File: config.mk
export PLATFORM = sky130hd
export DESIGN_NAME = dac_wave_gen
export DESIGN_NICKNAME = d
export VERILOG_FILES = /design/src/rtl/dac_wave_gen.sv
export SDC_FILE = /design/constraint.sdc
export NUM_CORES = 1
export LEC_CHECK = 0
export BUFFER_PORTS_ARGS = -buffer_cell sky130_fd_sc_hd__buf_2
export CORE_ASPECT_RATIO = 1.4
export CORE_MARGIN = 2
export CORE_UTILIZATION = 34
export DETAILED_ROUTE_END_ITERATION = 6
export MAX_ROUTING_LAYER = met4
export PLACE_DENSITY = 0.62
export SYNTH_ARGS = -nofsm -noshare
export SYNTH_HDL_FRONTEND = slang
export SYNTH_SLANG_ARGS = --single-unit
File: constraint.sdc
create_clock -name i_Clk -period 3.5 [get_ports i_Clk]
set_input_delay 0.35 -clock i_Clk [delete_from_list [all_inputs] [get_ports i_Clk]]
set_output_delay 0.35 -clock i_Clk [all_outputs]
set_load 0.03 [all_outputs]
File: src/rtl/dac_wave_gen.sv
// Continuous waveform source for the DAC121S101 SPI master: a fixed-rate tick
// advances a 16-bit phase accumulator whose value is mapped to a 12-bit code.
module dac_wave_gen #(
  parameter int SAMPLE_DIV = 250,
  parameter int CNT_W      = 16
) (
  input  logic        i_Clk,
  input  logic        i_rst_n,
  input  logic        i_enable,
  input  logic [1:0]  i_wave_sel,
  input  logic [15:0] i_phase_inc,
  output logic        o_dac_start,
  output logic [11:0] o_dac_data,
  input  logic        i_dac_done,
  output logic        o_busy,
  output logic        o_overrun
);

  typedef enum logic [1:0] {S_IDLE, S_RUN, S_DRAIN} state_t;

  localparam logic [CNT_W-1:0] LP_LAST = CNT_W'(SAMPLE_DIV - 1);

  state_t           r_state;
  logic [CNT_W-1:0] r_cnt;
  logic [15:0]      r_phase;

  logic        w_tick;
  logic        w_busy_eff;
  logic [11:0] w_sample;

  function automatic logic [11:0] wave_map(input logic [1:0] sel, input logic [15:0] p);
    logic [11:0] v;
    case (sel)
      2'd0:    v = p[15:4];
      2'd1:    v = p[15] ? ~p[14:3] : p[14:3];
      2'd2:    v = p[15] ? 12'hFFF : 12'h000;
      default: v = 12'h800;
    endcase
    return v;
  endfunction

  assign w_tick     = (r_cnt == LP_LAST);
  // A done in the tick cycle frees the master before the tick is judged.
  assign w_busy_eff = o_busy & ~i_dac_done;
  assign w_sample   = wave_map(i_wave_sel, r_phase);

  always_ff @(posedge i_Clk) begin
    if (!i_rst_n) begin
      r_state     <= S_IDLE;
      r_cnt       <= '0;
      r_phase     <= '0;
      o_dac_start <= 1'b0;
      o_dac_data  <= '0;
      o_busy      <= 1'b0;
      o_overrun   <= 1'b0;
    end else begin
      o_dac_start <= 1'b0;
      case (r_state)
        S_IDLE: begin
          if (i_enable) begin
            r_state   <= S_RUN;
            r_phase   <= '0;
            r_cnt     <= LP_LAST;
            o_overrun <= 1'b0;
          end
        end
        S_RUN: begin
          o_busy <= w_busy_eff;
          if (!i_enable) begin
            r_state <= w_busy_eff ? S_DRAIN : S_IDLE;
          end else begin
            r_cnt <= w_tick ? '0 : r_cnt + CNT_W'(1);
            if (w_tick) begin
              r_phase <= r_phase + i_phase_inc;
              if (w_busy_eff) begin
                o_overrun <= 1'b1;
              end else begin
                o_dac_data  <= w_sample;
                o_dac_start <= 1'b1;
                o_busy      <= 1'b1;
              end
            end
          end
        end
        S_DRAIN: begin
          if (i_dac_done) begin
            o_busy  <= 1'b0;
            r_state <= S_IDLE;
          end
        end
        default: r_state <= S_IDLE;
      endcase
    end
  end

endmodule

==> run metrics <==
io pins=37; most used cell along the critical path=nand3_1; YS warnings=0; Worst slew margin=0.537; CTS buffer count=5; Worst Hold End=r_state[1]; vias per cell=5.42; PortBufs=36; clock root buffer master=clkbuf_16; hold wc startpoint=i_dac_done; RSZ-0062 raised after global routing=no; sequential area share after synthesis=0.324; Worst R2R Path Depth=7; post-cts repair resize count=0; slowest CP cell=or3b_2; CORE AREA=roughly 8600 µm²; number of distinct library cells after synthesis=52; Comb pwr share=0.100; vias after detailed routing=2865; Post-synth EDFFs=0; Final Critical Period=2400 ps; reg2reg end=r_phase[15]; VDD IR max=0.188 mV; Clock Pin Slew Worst Setup and Hold Paths=60 ps; diode count=0; FILL cells=929; initial core utilization=0.351; status=complete, no violations; average wire per standard cell=approximately 14 µm; Post-CTS Setup Repair Bufs=0; fmax=416 MHz; Largest stage delay, worst path=approximately 480 ps; max-cap violation count=0; Worst-Skew Late Latency=290 ps; H-tree depth=2; dpl hpwl=between 5000 and 6000 µm; Layout Skew=between 6 and 7 ps; Die W=83.7 µm; die area=9680 µm²; Cell Area, Synth=3030 µm²; P&R area growth vs syn=12.3%; Avg Cell Area, Syn=7.64 µm²; CP cell instances=ha_1, or3b_2, nor4_4, nand3_1, nor3b_1, o21ai_0, nand3_1; synth top area cells=dfxtp_1 (32%), a21oi_1 (7.8%), o21ai_0 (7.4%); required time worst endpoint=3730 ps; Setup WS pre-CTS=1070 ps; Critical R2R Launch=r_cnt[0]; WHS Path Cells=2; drt initial violations=128; final worst setup slack=1100 ps; routed wire length=7500 µm; cells after synthesis=around 400; critical path fanouts, max=11; Worst R2R Setup Slack=1100 ps; drt pass-1 iters=5; fin cells=529; Worst setup EP type=flip-flop; Remaining DRCs=0; Worst Tran Pin Value=692 ps; Placed Cells=between 500 and 600; CP startpoint kind=flip-flop; cell row count=40; Switching Fraction=0.244; Flop pwr share=0.499; hold crit path type=in2reg; vias in the first global route=~2700; worst path buffer plus inverter count=0; most frequent cells in the layout=dfxtp_1 (49), a21oi_1 (47), o21ai_0 (45); Final Max Tran Viols=0; GRT Util Overall=0.167; crit path DAT=~2600 ps; Max Buffers Root-to-Sink=2; synthesized net count=436; die height=116 µm; Synth top area share=0.324; sw power=282 µW; Clock Power Share=0.401; Hold Buf Count CTS=0; TritonCTS clock tree=built; share of synthesized flip-flops with an asynchronous set or reset=0; global-route wire length before repair=13000 µm; Seq cells post-synth=49; post-synth top area cell=dfxtp_1; WS Path Type=reg2reg; initial antenna violation count=0; Setup Total Neg Slack=0 ps; clk sinks=49; ANT nets after route=0; most common cell after layout, fill and taps aside=dfxtp_1; P_int=between 800 and 900 µW; GRT overflow=0; # setup viols final=0; pwr dens=roughly 340 nW/µm²; Synth Flop Type=dfxtp_1; share of cells above drive strength 1=0.118; Top delay family on crit path=simple AND/OR/NAND/NOR gates; Final period util=0.687; gpl congestion=0.892; Net count, final=463; leakage=1.37 nW; largest net degree at the start of global routing=20; final hold vios=0
Yosys cell counts (all sizes together), types with 2 or more instances:
master / count
ha: 17
and3: 4
dfxtp: 49
o21ai: 49
nor4: 2
nand3: 10
nand4: 5
a211oi: 9
a31oi: 2
a21o: 7
xor2: 10
mux2i: 2
nor2b: 18
inv: 11
a21oi: 47
o31ai: 3
a211o: 3
and2: 2
clkbuf: 10
buf: 6
nor3: 8
nor2: 40
nor3b: 2
xnor2: 2
nand2: 40
o211ai: 3
nand2b: 8
or3: 6
o21a: 3
worst register-to-register path, delay by kind of cell (launching register included):
kind	cells	cell delay (ps)
flops	1	410
fa+ha+maj	1	170
compound gates	1	110
simple gates	5	1660
flip-flops by register name, indices dropped and copies added (netlist names):
signal,cells
o_busy,1
o_overrun,1
r_phase,16
r_cnt,16
o_dac_data,12
o_dac_start,1
r_state,2
power by group through the flow:
stage	combinational (mW)	sequential, mW	clock (mW)
after floorplan	0.0828	0.588	0
after CTS	0.116	0.576	0.481
after detailed placement	0.116	0.589	0
after global routing	0.132	0.578	0.502
after global placement	0.113	0.589	0
final	0.116	0.577	0.464
metal layers:
metal,part of all wire,track usage
met5,0,-
met4,0.025,0.0624
met3,0.034,0.0299
met2,0.49,0.284
met1,0.45,0.199
per-stage QoR:
stage,hold slack (ps),total power [mW],utilization,cell area [µm²]
after floorplan,429,0.670,-,3030
after global placement,433,0.702,0.378,3260
after detailed placement,441,0.705,0.378,3260
after CTS,239,1.17,0.395,3400
after global routing,248,1.21,0.395,3400
final,242,1.16,0.395,3400
area by class of cell:
| class | instances | area, µm² | area share |
|---|---|---|---|
| clock buffers | 7 | 133 | 0.0390 |
| clock inverters | 1 | 7.51 | 0.00221 |
| inverters | 11 | 41.3 | 0.0122 |
| multi-input cells | 320 | 1920 | 0.566 |
| flip-flops and latches | 49 | 981 | 0.289 |
| well taps | 105 | 131 | 0.0387 |
| repair buffers | 36 | 180 | 0.0530 |
how the worst max path moves through the flow:
stage	start	end	slack (ps)	cells past startpoint
after floorplan	i_phase_inc[0]	r_phase[8]	1420	9
after global placement	i_phase_inc[0]	r_phase[8]	1140	10
after detailed placement	i_phase_inc[0]	r_phase[8]	1070	10
after CTS	r_cnt[0]	r_phase[15]	1110	7
after global routing	r_cnt[0]	r_phase[15]	890	7
final	r_cnt[0]	r_phase[15]	1100	7
logic make-up (layout without fill, tap and decap cells):
| logic type | after synthesis | count (layout) | share of synthesized area |
|---|---|---|---|
| AOI/OAI and AO/OA | 136 | 136 | 0.263 |
| xor gates and xnor gates | 12 | 12 | 0.0347 |
| adders and majority gates | 18 | 18 | 0.0769 |
| buffers and inverters | 27 | 55 | 0.0401 |
| DFF | 49 | 49 | 0.324 |
| muxes | 2 | 2 | 0.00662 |
| and+or+nand+nor | 152 | 152 | 0.254 |
Note: power is estimated with default switching activity, not from simulation.
